### src/rtl/can_field_sequencer.sv
// can_field_sequencer
// Follows the position of every de-stuffed bit of a CAN 2.0A/B frame. All
// outputs are registered and describe the next bit to be sampled, so the
// delimiter/EOF flags are stable when the form checker samples them on SP.
// The decoded frame header (IDE, RTR, DLC) is exported for the rest of the
// controller.

module can_field_sequencer #(
    parameter int MAX_BYTES = 8,   // data bytes used when DLC > 8 (1..8)
    parameter int EOF_LEN   = 7,   // EOF bits
    parameter int IFS_LEN   = 3,   // intermission bits
    parameter int IDLE_LEN  = 11   // recessive bits that end error recovery
) (
    input  logic       clk,
    input  logic       reset,
    input  logic       SP,
    input  logic       RX,
    input  logic       STUFF,
    input  logic       ERR,
    output logic       F_CRC_D,
    output logic       F_ACK_D,
    output logic       F_EOF,
    output logic [3:0] FIELD,
    output logic [5:0] BIT_CNT,
    output logic       IDE,
    output logic       RTR,
    output logic [3:0] DLC,
    output logic       CRC_EN,
    output logic       FRAME_DONE
);

    typedef enum logic [3:0] {
        FLD_IDLE     = 4'd0,
        FLD_ID_A     = 4'd1,
        FLD_SRR_RTR  = 4'd2,
        FLD_IDE      = 4'd3,
        FLD_ID_B     = 4'd4,
        FLD_RTR_B    = 4'd5,
        FLD_RES      = 4'd6,
        FLD_DLC      = 4'd7,
        FLD_DATA     = 4'd8,
        FLD_CRC      = 4'd9,
        FLD_CRC_DEL  = 4'd10,
        FLD_ACK_SLOT = 4'd11,
        FLD_ACK_DEL  = 4'd12,
        FLD_EOF      = 4'd13,
        FLD_IFS      = 4'd14,
        FLD_ERROR    = 4'd15
    } field_t;

    // Last BIT_CNT value of each fixed-length field
    localparam logic [5:0] ID_A_LAST  = 6'd10;
    localparam logic [5:0] ID_B_LAST  = 6'd17;
    localparam logic [5:0] DLC_LAST   = 6'd3;
    localparam logic [5:0] CRC_LAST   = 6'd14;
    localparam logic [5:0] EOF_LAST   = 6'(EOF_LEN - 1);
    localparam logic [5:0] IFS_LAST   = 6'(IFS_LEN - 1);
    localparam logic [5:0] IDLE_LAST  = 6'(IDLE_LEN - 1);
    localparam logic [3:0] BYTES_CAP  = 4'(MAX_BYTES);

    field_t     field;
    field_t     field_nxt;
    logic [5:0] cnt_nxt;
    logic [5:0] cnt_inc;
    logic       ide_nxt;
    logic       rtr_nxt;
    logic [3:0] dlc_nxt;
    logic       srr;
    logic       srr_nxt;
    logic [5:0] data_last;
    logic [5:0] data_last_nxt;
    logic       crc_en_nxt;
    logic       done_nxt;
    logic [3:0] dlc_full;
    logic [3:0] nbytes;
    logic [6:0] data_bits;
    logic       stuff_zone;
    logic       take_bit;

    assign FIELD = field;

    // Saturating increment; the counter never wraps back to a valid index
    assign cnt_inc = (BIT_CNT == 6'd63) ? 6'd63 : BIT_CNT + 6'd1;

    // Stuff bits only exist from SOF through the CRC sequence
    assign stuff_zone = (field >= FLD_ID_A) && (field <= FLD_CRC);
    assign take_bit   = SP && !(STUFF && stuff_zone);

    // Next-state decode for field position, header latches and CRC enable
    always_comb begin
        field_nxt     = field;
        cnt_nxt       = BIT_CNT;
        ide_nxt       = IDE;
        rtr_nxt       = RTR;
        dlc_nxt       = DLC;
        srr_nxt       = srr;
        data_last_nxt = data_last;
        crc_en_nxt    = CRC_EN;
        done_nxt      = 1'b0;
        dlc_full      = {DLC[2:0], RX};
        nbytes        = (dlc_full > BYTES_CAP) ? BYTES_CAP : dlc_full;
        data_bits     = {nbytes, 3'b000};

        if (ERR && (field != FLD_IDLE)) begin
            field_nxt  = FLD_ERROR;
            cnt_nxt    = 6'd0;
            crc_en_nxt = 1'b0;
        end else if (take_bit) begin
            cnt_nxt = cnt_inc;
            case (field)
                FLD_IDLE: begin
                    cnt_nxt = 6'd0;
                    if (!RX) begin
                        field_nxt  = FLD_ID_A;
                        crc_en_nxt = 1'b1;
                        ide_nxt    = 1'b0;
                        rtr_nxt    = 1'b0;
                        dlc_nxt    = 4'd0;
                    end
                end
                FLD_ID_A: begin
                    if (BIT_CNT == ID_A_LAST) field_nxt = FLD_SRR_RTR;
                end
                FLD_SRR_RTR: begin
                    // Only becomes RTR once IDE shows this is a standard frame
                    srr_nxt   = RX;
                    field_nxt = FLD_IDE;
                end
                FLD_IDE: begin
                    ide_nxt = RX;
                    if (RX) begin
                        field_nxt = FLD_ID_B;
                    end else begin
                        rtr_nxt   = srr;
                        field_nxt = FLD_RES;
                    end
                end
                FLD_ID_B: begin
                    if (BIT_CNT == ID_B_LAST) field_nxt = FLD_RTR_B;
                end
                FLD_RTR_B: begin
                    rtr_nxt   = RX;
                    field_nxt = FLD_RES;
                end
                FLD_RES: begin
                    // Extended frames carry r1 and r0, standard frames only r0
                    if (!IDE || (BIT_CNT == 6'd1)) field_nxt = FLD_DLC;
                end
                FLD_DLC: begin
                    dlc_nxt = dlc_full;
                    if (BIT_CNT == DLC_LAST) begin
                        if (RTR || (nbytes == 4'd0)) begin
                            field_nxt  = FLD_CRC;
                            crc_en_nxt = 1'b0;
                        end else begin
                            field_nxt     = FLD_DATA;
                            data_last_nxt = 6'(data_bits - 7'd1);
                        end
                    end
                end
                FLD_DATA: begin
                    if (BIT_CNT == data_last) begin
                        field_nxt  = FLD_CRC;
                        crc_en_nxt = 1'b0;
                    end
                end
                FLD_CRC: begin
                    if (BIT_CNT == CRC_LAST) field_nxt = FLD_CRC_DEL;
                end
                FLD_CRC_DEL: begin
                    field_nxt = FLD_ACK_SLOT;
                end
                FLD_ACK_SLOT: begin
                    field_nxt = FLD_ACK_DEL;
                end
                FLD_ACK_DEL: begin
                    field_nxt = FLD_EOF;
                end
                FLD_EOF: begin
                    if (BIT_CNT == EOF_LAST) begin
                        field_nxt = FLD_IFS;
                        done_nxt  = 1'b1;
                    end
                end
                FLD_IFS: begin
                    if (BIT_CNT == IFS_LAST) field_nxt = FLD_IDLE;
                end
                FLD_ERROR: begin
                    // Recovery needs an unbroken run of recessive samples
                    if (RX) begin
                        if (BIT_CNT == IDLE_LAST) field_nxt = FLD_IDLE;
                    end else begin
                        cnt_nxt = 6'd0;
                    end
                end
            endcase
            if (field_nxt != field) cnt_nxt = 6'd0;
        end
    end

    // Registered state and outputs; flags decode the field of the next bit
    always_ff @(posedge clk or negedge reset) begin
        if (!reset) begin
            field      <= FLD_IDLE;
            BIT_CNT    <= 6'd0;
            IDE        <= 1'b0;
            RTR        <= 1'b0;
            DLC        <= 4'd0;
            srr        <= 1'b0;
            data_last  <= 6'd0;
            CRC_EN     <= 1'b0;
            FRAME_DONE <= 1'b0;
            F_CRC_D    <= 1'b1;
            F_ACK_D    <= 1'b1;
            F_EOF      <= 1'b1;
        end else begin
            field      <= field_nxt;
            BIT_CNT    <= cnt_nxt;
            IDE        <= ide_nxt;
            RTR        <= rtr_nxt;
            DLC        <= dlc_nxt;
            srr        <= srr_nxt;
            data_last  <= data_last_nxt;
            CRC_EN     <= crc_en_nxt;
            FRAME_DONE <= done_nxt;
            F_CRC_D    <= (field_nxt != FLD_CRC_DEL);
            F_ACK_D    <= (field_nxt != FLD_ACK_DEL);
            F_EOF      <= (field_nxt != FLD_EOF);
        end
    end

endmodule

### config.mk
export PLATFORM = sky130hd
export DESIGN_NAME = can_field_sequencer
export DESIGN_NICKNAME = d
export VERILOG_FILES = /design/src/rtl/can_field_sequencer.sv
export SDC_FILE = /design/constraint.sdc
export NUM_CORES = 1
export LEC_CHECK = 0
export BUFFER_PORTS_ARGS = -buffer_cell sky130_fd_sc_hd__buf_2
export CAP_MARGIN = 20
export CORE_ASPECT_RATIO = 1.75
export CORE_MARGIN = 3
export CORE_UTILIZATION = 57
export CTS_CLUSTER_DIAMETER = 80
export DETAILED_ROUTE_END_ITERATION = 12
export PLACE_DENSITY = 0.8
export RECOVER_POWER = 50
export SLEW_MARGIN = 30
export SYNTH_ARGS = -nofsm -noshare
export SYNTH_HDL_FRONTEND = slang
export SYNTH_SLANG_ARGS = --single-unit
export TNS_END_PERCENT = 1
### constraint.sdc
create_clock -name clk -period 2.7 [get_ports clk]
set_input_delay 0.135 -clock clk [delete_from_list [all_inputs] [get_ports clk]]
set_output_delay 0.135 -clock clk [all_outputs]
set_load 0.005 [all_outputs]
# Yosys cells after proc, flatten, opt, wreduce, memory -nomap -nowiden
# Cells that the tools add are included.
# totals
reg_bits,28
latchBits,0
ram_bits,0
romBits,0
in_bits,6
output_inout_bits,21
wordCells,117
n_memories,0
# op_classes
n_addsub,2
multipliers,0
div,0
n_lt_le_gt_ge,3
eq_ne,34
shifts,0
n_mux,42
bitwise,2
reduce_logical,22
# op_table
op,count
$mux W4,17
$pmux W4 S16,1
$eq A4 B4 Y1 const B,8
$mux W6,5
$eq A4 B3 Y1 const B,4
$mux W1,13
$eq A6 B2 Y1 const B,2
$eq A6 B4 Y1 const B,2
$ne A3 B3 Y1 const B,4
$ne A4 B4 Y1 const B,3
$pmux W6 S2,1
$reduce_and A5 Y1,2
$eq A4 B2 Y1 const B,2
$logic_not A4 Y1,2
$pmux W4 S2,1
$reduce_and A4 Y1,2
$reduce_bool A4 Y1,2
$add A6 B1 Y6 const B,1
$eq A6 B1 Y1 const B,1
$eq A6 B3 Y1 const B,1
$eq A6 B5 Y1 const B,1
$eq A6 B6 Y1,1
$eq A6 B6 Y1 const B,1
$pmux W1 S3,2
17 further kinds,26

# Depth between registers and ports, before layout
# Gate-level depths: netlist of run 1.
# depth
ltp_word,13
depth_mapped,9
ltp_nobuf,9

# Least setup slack after synthesis of run 1
# Ideal clock, no wire load.
# synth_path
path_kind,reg-to-reg
from,reg BIT_CNT[1]
to,reg BIT_CNT[0]
setup_time_ns,0.138
arrival_time_ns,2.211
t_required_ns,2.562
path_slack_ns,0.351
path_stages_with_launch,9
path_buffers,0
period_less_slack_ns,2.349
cell_sequence,dfrtp_1 -> inv_1 -> ha_1 -> or3b_2 -> o311a_1 -> a211o_1 -> o211ai_2 -> mux2i_1 -> o31ai_1
# synth_via
elab_chain_cells,10
word_cells_on_any_way,30
cone_classes,10 x eq/ne; 19 x mux; 1 x reduce/logical
# synth_lines
item,line,rtl
start: declaration,24,"output logic [5:0] BIT_CNT,"
start signal: assignment,218,BIT_CNT <= cnt_nxt;
$eq A6 B4 Y1 or $eq A6 B1 Y1 (tied branches),"122, 191, 147",
$mux W4 or $logic_or A1 B1 Y1 (tied branches),"191, 147",
"$mux W4, on equally long branches","190, 147",
$pmux W4 S16,110,case (field)
$mux W4,108,end else if (take_bit) begin
$mux W4,104,if (ERR && (field != FLD_IDLE)) begin
$ne A4 B4 Y1,197,if (field_nxt != field) cnt_nxt = 6'd0;
$mux W6 *,197,
$mux W6 *,108,
$mux W6 *,104,
# Every way passes the cells marked *; elsewhere a longest branch is shown, timed or not. The select of a mux whose other input is x is not followed.
# A chain may end at the register's enable or synchronous reset.

# Worst setup path in the final report of run 1
# layout_path
from,reg BIT_CNT[1]
to,reg F_CRC_D
# layout_via
elab_chain_cells,9
word_cells_on_any_way,25
cone_classes,9 x eq/ne; 15 x mux; 1 x reduce/logical
# layout_lines
item,line,rtl
$eq A6 B4 Y1 or $eq A6 B1 Y1 (tied branches),"122, 191, 147",
$mux W4 or $logic_or A1 B1 Y1 (tied branches),"191, 147",
"$mux W4, on equally long branches","190, 147",
$pmux W4 S16 *,110,
$mux W4 *,108,
$mux W4 *,104,
$mux W4 *,108,
$mux W4 *,104,
net field_nxt[0],62,field_t field_nxt;
$ne A4 B4 Y1 *,226,F_CRC_D <= (field_nxt != FLD_CRC_DEL);
end signal: assignment,226,
end: declaration,20,"output logic F_CRC_D,"
# Mark *: on every way through the listed nets, which the timed path passes. The rest lies on a longest branch. The select of a mux whose other input is x is not followed.

==> results.cfg, run 1 <==
[run_status]
status = complete, no violations

[clock_tree]
clk_path_buf_depth = 2
cts.reportedPaths.clkPinSlew_ns = 0.09
cts_tree = yes
cts.sinks = 26
ctsHtreeMaxLevel = 1
root_buffer = clkbuf_8
numCtsBuffers = 3
clk_latency_ns = 0.27

[sta]
clock_skew_ns = 0.00383
fin_hold_ws_ns = 0.220
worst_slack_ns = 0.117
fmax_ghz = 0.387
final_max_slew_viol_count = 0
fin_crit_sh_pct = 95.7
slew_headroom_pct = 10.9
rsz0062_at_grt = no
tightest_slew_ns = 1.34
hold_violations = 0
setup_viol = 0
period_minus_slack_ns = 2.58

[detailed_routing]
route.detailed.drc = 0
vias = 1811
first_pass_iters = 5
antenna_left = 0
wl_microns = 4570
via_per_inst = 6.51
wl_per_cell_microns = 16.4
drt_iter0_drc = 126

[worst_setup_path]
r2r_start = BIT_CNT[1]$_DFFE_PN0N_
slowest_stage = or4_1
path_cells = ha_2 > and4bb_2 > o211ai_1 > a222oi_1 > o211ai_2 > a221o_1 > or4_1
rrSetupSlack_ns = 0.12
crit_required_ns = 2.89
cp.arrival_ns = 2.77
crit_path_start_kind = flip-flop
crit_fanout = 9
reg2regPathDepth = 7
crit_path_end_kind = flip-flop
r2r-end = F_CRC_D$_DFF_PN1_
path_class = reg2reg
startpoint = BIT_CNT[1]$_DFFE_PN0N_
slowest_delay_ns = 0.51

[floorplan]
ios = 27
initial_core_util_pct = 61.6
core_area_sq_mm = 0.00299
die_area_sq_mm = 0.00398
die_h_microns = 81.2
rows = 26
die_w_microns = 49.0

[yosys]
post-synth-top-count-cell = dfrtp_1
synthArstFlopShare_pct = 100
synthCells = 210
synthSimpleGateAreaFrac_pct = 25.1
synth.area.mux_share_pct = 2.78
synthTopCellsByArea = dfrtp_1, dfstp_2, nand2_1, a21oi_1, o21ai_0
synth_top_area_share_pct = 31.2
synthFlopType = dfrtp_1
synth_adder_area_share_pct = 2.72
yosysWarnings = 0
synth-edff-count = 0
synth_xor_area_share_pct = 3.33
yosysSeqAreaShare_pct = 35.5
yosysTopAreaCell = dfrtp_1
synth_common_cells = dfrtp_1, nand2_1, a21oi_1, nor2_1, o21ai_0
synth-seq-cells = 26
syn_nets = 220
avgSynthCellArea_sq_um = 8.78
synth_compound_area_share_pct = 23.6
synth_top_family_by_area = simple AND/OR/NAND/NOR gates
synth.distinct_cells = 57
netlist_area_sq_mm = 0.00184

[global_route]
grt_usage_pct = 24.5
antenna_found_initial = 0
grt_overflow = 0
grt_pass1_wl_microns = 7850
grt_pass1_vias = 1682
grt_max_degree = 27

[place]
gp_congestion = 0.963
hpwlAfterDp_microns = 3390
portBuffers = 26
place_inst = 272
place_ws_ns = -0.000563

[layout]
fin_cells = 278
num_antenna_cells = 0
drive_gt1_share_pct = 23.3
fin_nets = 247
multiInputGateArea_sq_mm = 0.00108
fillers = 238
synthToLayoutAreaGrowth_pct = 14.3
seq_area_sq_um = 656
postLayoutCoreUtil_pct = 70.4

[run]
drv_cap = 0

[worst_hold_path]
holdCritPathClass = in2reg
hold_path_depth = 2
whs_endpoint = CRC_EN$_DFFE_PN0P_
hold_start = RX

[pwr]
powerDensity_mw_per_mm2 = 497
ir_worst_vdd_uv = 441
total_power_uw = 1050
p_leak_uw = 0.000964
-- report_power, final --
| part | total (uW) | switching (uW) | internal (uW) |
|---|---|---|---|
| logic | 320 | 172 | 148 |
| registers | 480 | 51.2 | 429 |
| clock network | 246 | 116 | 130 |
| total | 1050 | 340 | 707 |
-- cells in the final DEF (no fill, tap or decap), types with 2 or more instances in the layout --
cell type and count:
buf_2 24, dfrtp_1 22, nand2_1 19, o21ai_0 13, a21oi_1 13, nor2_1 13, buf_4 10, inv_1 9
nand3_1 9, o31ai_1 8, nand2b_1 6, nor2b_1 5, nor4_1 4, and3_1 4, nand4_1 4, xor2_1 4
mux2i_1 4, a22o_1 4, clkbuf_8 4, dfstp_2 3, o21a_1 3, xnor2_1 3, nor3_1 3, ha_1 3
o211ai_1 2, o211a_1 2, and2_1 2, a22oi_1 2, a211o_1 2, or4_1 2, clkbuf_1 2
-- logic make-up (layout without fill, tap and decap cells) --
group	Yosys count	after routing
AND/OR/NAND/NOR	81	81
XOR/XNOR	7	7
AO/OA/AOI/OAI	62	62
flip-flops	26	26
buffers and inverters	25	51
multiplexers	5	5
adder cells (fa/ha/maj)	4	4
-- per-layer routing --
metal / GRT usage, % / routed length [microns] / vias to the layer above
met5: 0 / 0 / -
met4: 11.4 / 191 / 0
met3: 2.57 / 261 / 20
met2: 43.7 / 2330 / 96
met1: 29.4 / 1780 / 870
li1: - / - / 825
-- final cells by class --
cell class	count	area share (%)
clock buffers	4	2.61
inverters	9	1.60
multi-input cells	159	51.1
flip-flops and latches	26	31.1
well taps	42	2.50
repair buffers	38	11.1
-- state kept, by name (all words and copies together) (netlist names) --
register and cells:
IDE 1, F_EOF 1, FIELD 4, BIT_CNT 6, FRAME_DONE 1, F_CRC_D 1, CRC_EN 1, srr 1
data_last 4, RTR 1, F_ACK_D 1, DLC 4
-- metrics by stage --
step                      setup TNS, ns  area (sq um)
final                                 0          2110
after detailed placement      -0.000563          2020
after global placement         -0.00309          2020
after global routing                  0          2110
after floorplan                       0          1840
after CTS                             0          2080
-- worst max-delay path, delay by kind of cell (launching register included) --
family / cells / cell delay [ns]
DFF: 1 / 0.49
adders and majority gates: 1 / 0.28
and+or+nand+nor: 2 / 0.76
AOI/OAI and AO/OA: 4 / 0.96
-- what timing repair did --
item	CTS	global route
hold buffers	1	0
endpoints found under the hold margin	23	0
pin swaps	0	2
buffers inserted	0	1
gates resized for setup	1	4
endpoints found under the setup margin	6	7
-- worst max path at each step --
stage | to | slack (ns) | depth (start not counted)
2_1_floorplan | BIT_CNT[0]$_DFFE_PN0N_ | 0.35 | 8
3_3_place_gp | BIT_CNT[4]$_DFFE_PN0N_ | -0.003 | 7
3_5_place_dp | BIT_CNT[0]$_DFFE_PN0N_ | -0.0006 | 7
4_1_cts | BIT_CNT[0]$_DFFE_PN0N_ | 0.07 | 7
5_1_grt | F_CRC_D$_DFF_PN1_ | 0.0002 | 7
6_report | F_CRC_D$_DFF_PN1_ | 0.12 | 7
No activity file was read; power rests on OpenSTA's default activity.
==> inputs of run 2 (changes only) <==
Settings changed: RECOVER_POWER 50 to default.
==> run 2 against run 1 <==
Net effect: final area is 0.12% higher; critical path depth is the same; total power shrank 0.17%; sequential cell count did not move; first-iteration DRC count rose by 5.6%; final cell count did not move; die area is the same; sequential power barely moved; setup slack better by 0.0015 ns; global-route usage unchanged.
==> results.cfg, run 2 (same netlist as run 1, synthesis figures left out) <==
[pwr]
ir_worst_vdd_uv = 441
p_leak_uw = 0.000971
powerDensity_mw_per_mm2 = 496

[layout]
layout_commonest_cell = buf_2
design_area_sq_mm = 0.00211
num_antenna_cells = 0
final_cell_mix = buf_2, dfrtp_1, nand2_1
fillers = 239
drive_gt1_share_pct = 24.2
synthToLayoutAreaGrowth_pct = 14.4
fin_nets = 247
largest-register = BIT_CNT
largest_register_ffs = 6
postLayoutCoreUtil_pct = 70.4

[sta]
setup_viol = 0
final_max_slew_viol_count = 0
fin_crit_sh_pct = 95.6
period_minus_slack_ns = 2.58
tightest_slew_ns = 0.554
clock_skew_ns = 0.00441
fmax_ghz = 0.387
slew_headroom_pct = 62.0
fin_hold_ws_ns = 0.216
hold_violations = 0
rsz0062_at_grt = no

[global_route]
grt_usage_pct = 24.5
grt_overflow = 0
grt_pass1_vias = 1682
grt_pass1_wl_microns = 7850
antenna_found_initial = 0
grt_max_degree = 27

[place]
place_area_sq_mm = 0.00202
portBuffers = 26
gp_congestion = 0.963
hpwlAfterDp_microns = 3390

[detailed_routing]
antenna_left = 0
wl_per_cell_microns = 16.5
route.detailed.drc = 0
first_pass_iters = 4
drt_iter0_drc = 133
vias = 1804
wl_microns = 4580
via_per_inst = 6.49

[floorplan]
die_h_microns = 81.2
initial_core_util_pct = 61.6
die_w_microns = 49.0
ios = 27
die_area_sq_mm = 0.00398
rows = 26
core_area_sq_mm = 0.00299

[clock_tree]
clk_latency_ns = 0.27
numCtsBuffers = 3
clk_path_buf_depth = 2
cts.reportedPaths.clkPinSlew_ns = 0.09
cts.sinks = 26
root_buffer = clkbuf_8
ctsHtreeMaxLevel = 1
cts_tree = yes

[worst_setup_path]
crit_fanout = 9
crit_path_start_kind = flip-flop
crit_required_ns = 2.89
cp.arrival_ns = 2.77
path_class = reg2reg
crit_path_end_kind = flip-flop

[worst_hold_path]
holdCritPathClass = in2reg

[run_status]
status = complete, no violations

[run]
drv_cap = 0
-- run 2: power breakdown --
part           switching (uW)  internal [uW]  total [uW]  leakage [uW]
clock                     114            130         244     0.0000288
combinational             172            148         320      0.000615
sequential               51.4            429         480      0.000328
total                     338            707        1040      0.000971
-- run 2: what timing repair did --
action / CTS / global route
pin swaps: 0 / 2
cloned: 0 / 0
endpoints found under the setup margin: 6 / 7
setup buffers: 0 / 1
hold endpoints to repair: 23 / 0
hold buffers: 1 / 0
gates resized for setup: 1 / 4
-- run 2: final timing paths --
check	start	depth (start not counted)	endpoint	slack, ns
worst min register to register	srr$_DFFE_PN0P_	2	srr$_DFFE_PN0P_	0.50
worst max-delay path	BIT_CNT[1]$_DFFE_PN0N_	7	F_CRC_D$_DFF_PN1_	0.12
max in group asynchronous	reset	2	BIT_CNT[0]$_DFFE_PN0N_	1.91
worst min-delay path	RX	2	CRC_EN$_DFFE_PN0P_	0.22
worst max register to register	BIT_CNT[1]$_DFFE_PN0N_	7	F_CRC_D$_DFF_PN1_	0.12
min in group asynchronous	reset	2	data_last[2]$_DFFE_PN0P_	0.39
-- run 2: per-stage QoR --
step | setup TNS, ns | power [uW] | worst slack (ns) | std cells
after global placement | -0.00309 | 783 | -0.00309 | 272
final | 0 | 1040 | 0.119 | 278
after detailed placement | -0.000563 | 797 | -0.000563 | 272
after floorplan | 0 | 681 | 0.351 | 210
after CTS | 0 | 1040 | 0.0743 | 277
after global routing | 0 | 1110 | 0.000218 | 278
-- run 2: layout make-up --
cell class | count | area, sq um | area share, %
clock buffers | 4 | 55.1 | 2.61
inverters | 9 | 33.8 | 1.60
multi-input cells | 159 | 1080 | 51.0
flip-flops and latches | 26 | 656 | 31.1
well taps | 42 | 52.6 | 2.49
repair buffers | 38 | 235 | 11.2
-- run 2: worst max-delay path: stages (launching register included) --
cell and delay [ns]:
dfrtp_1 0.49, ha_2 0.28, and4bb_2 0.25, o211ai_1 0.09
a222oi_1 0.32, o211ai_2 0.19, a221o_1 0.37, or4_1 0.51
-- run 2: per-layer routing --
layer  track usage, %  up-vias  wire length (microns)
met1             29.4      848                   1750
met5                0        -                      0
met4             11.4        0                    209
li1                 -      824                      -
met2             43.7      107                   2320
met3             2.57       25                    291
==> inputs of run 3 (changes only) <==
Settings changed: SETUP_SLACK_MARGIN from default to 0.4.
==> run 3 against run 2 <==
Net effect: total power increased by 2.4%; non-clock buffer count unchanged; sequential cell count unchanged; clock skew decreased by 0.0014 ns; first-iteration DRC count increased by 16%.
==> results.cfg, run 3 (same netlist as run 1, synthesis figures left out) <==
[sta]
setup_viol = 0
worst_slack_ns = 0.202
rsz0062_at_grt = yes
slew_headroom_pct = 53.2
fmax_ghz = 0.400
fin_hold_ws_ns = 0.188
fin_crit_sh_pct = 92.5
tightest_slew_ns = 0.698
clock_skew_ns = 0.00304
period_minus_slack_ns = 2.50
fin_setup_tns_ns = 0
hold_violations = 0
final_max_slew_viol_count = 0

[detailed_routing]
drt_iter0_drc = 154
wl_per_cell_microns = 18.2
route.detailed.drc = 0
vias = 1841
first_pass_iters = 8
antenna_left = 0
wl_microns = 5070
via_per_inst = 6.62

[global_route]
grt_usage_pct = 27.1
grt_max_degree = 27
antenna_found_initial = 0
grt_pass1_vias = 1879
grt_pass1_wl_microns = 8400
grt_overflow = 0

[layout]
synthToLayoutAreaGrowth_pct = 15.9
design_area_sq_mm = 0.00214
layout_commonest_cell = buf_2
final_cell_mix = buf_2, nand2_1, dfrtp_1
fin_nets = 247
largest_register_ffs = 6
largest-register = BIT_CNT
drive_gt1_share_pct = 28.0
num_antenna_cells = 0

[place]
place_area_sq_mm = 0.00199
hpwlAfterDp_microns = 3550
gp_congestion = 0.979
place_ws_ns = -0.00411
portBuffers = 26

[floorplan]
die_area_sq_mm = 0.00398
ios = 27
die_w_microns = 49.0
initial_core_util_pct = 61.6
rows = 26
core_area_sq_mm = 0.00299
die_h_microns = 81.2

[worst_setup_path]
path_class = reg2reg
cp.arrival_ns = 2.69
crit_required_ns = 2.90
crit_path_end_kind = flip-flop
crit_path_start_kind = flip-flop
crit_fanout = 7

[clock_tree]
ctsHtreeMaxLevel = 1
cts.reportedPaths.clkPinSlew_ns = 0.09
numCtsBuffers = 3
cts_tree = yes
cts.sinks = 26
clk_path_buf_depth = 2
root_buffer = clkbuf_8
clk_latency_ns = 0.28

[pwr]
ir_worst_vdd_uv = 449
powerDensity_mw_per_mm2 = 501
p_leak_uw = 0.000964

[run_status]
status = complete, no violations

[run]
drv_cap = 0

[worst_hold_path]
holdCritPathClass = in2reg
## run 3: worst max-delay path, stage by stage (launching register included)
cell	delay [ns]
dfrtp_2	0.46
inv_2	0.10
ha_4	0.15
and4bb_2	0.24
o211ai_1	0.13
a222oi_1	0.31
o211ai_2	0.21
a221o_1	0.39
or4_1	0.41
## run 3: area by class of cell
type	instances	area (sq um)
Inverter	9	33.8
Multi-Input combinational cell	159	1110
Timing Repair Buffer	38	223
Clock buffer	4	55.1
Sequential cell	26	663
Fill cell	236	857
Tap cell	42	52.6
## run 3: metal layers
layer  share of wire [%]  global-route usage (%)
met5                   0                       0
met2                  52                    50.8
met4                 5.9                    17.1
met3                 6.2                    4.40
met1                  36                    27.6
## run 3: worst paths after layout
kind,to,cells past startpoint,slack (ns),startpoint
max in group asynchronous,FIELD[1]$_DFF_PN0_,2,1.91,reset
min in group asynchronous,data_last[2]$_DFFE_PN0P_,2,0.39,reset
max,F_CRC_D$_DFF_PN1_,8,0.20,BIT_CNT[0]$_DFFE_PN0N_
min reg2reg,DLC[3]$_DFFE_PN0P_,1,0.50,DLC[3]$_DFFE_PN0P_
min,CRC_EN$_DFFE_PN0P_,2,0.19,RX
max reg2reg,F_CRC_D$_DFF_PN1_,8,0.20,BIT_CNT[0]$_DFFE_PN0N_
## run 3: repair_timing
| action | in CTS | in global routing |
|---|---|---|
| resized for setup | 7 | 4 |
| pin swaps | 9 | 1 |
| endpoints found under the hold margin | 23 | 0 |
| setup endpoints to repair | 14 | 18 |
| hold buffers | 1 | 0 |
| buffers inserted | 5 | 0 |
## run 3: through the flow
stage / instances / total power (uW) / utilization, %
2_1_floorplan: 210 / 686 / -
3_3_place_gp: 268 / 772 / 66.6
3_5_place_dp: 268 / 789 / 66.6
4_1_cts: 278 / 1060 / 70.7
5_1_grt: 278 / 1130 / 71.4
6_report: 278 / 1070 / 71.4
## run 3: report_power, final
part	switching, uW	internal (uW)
Clock	121	131
Combinational	175	151
Sequential	61.4	430
Total	358	712
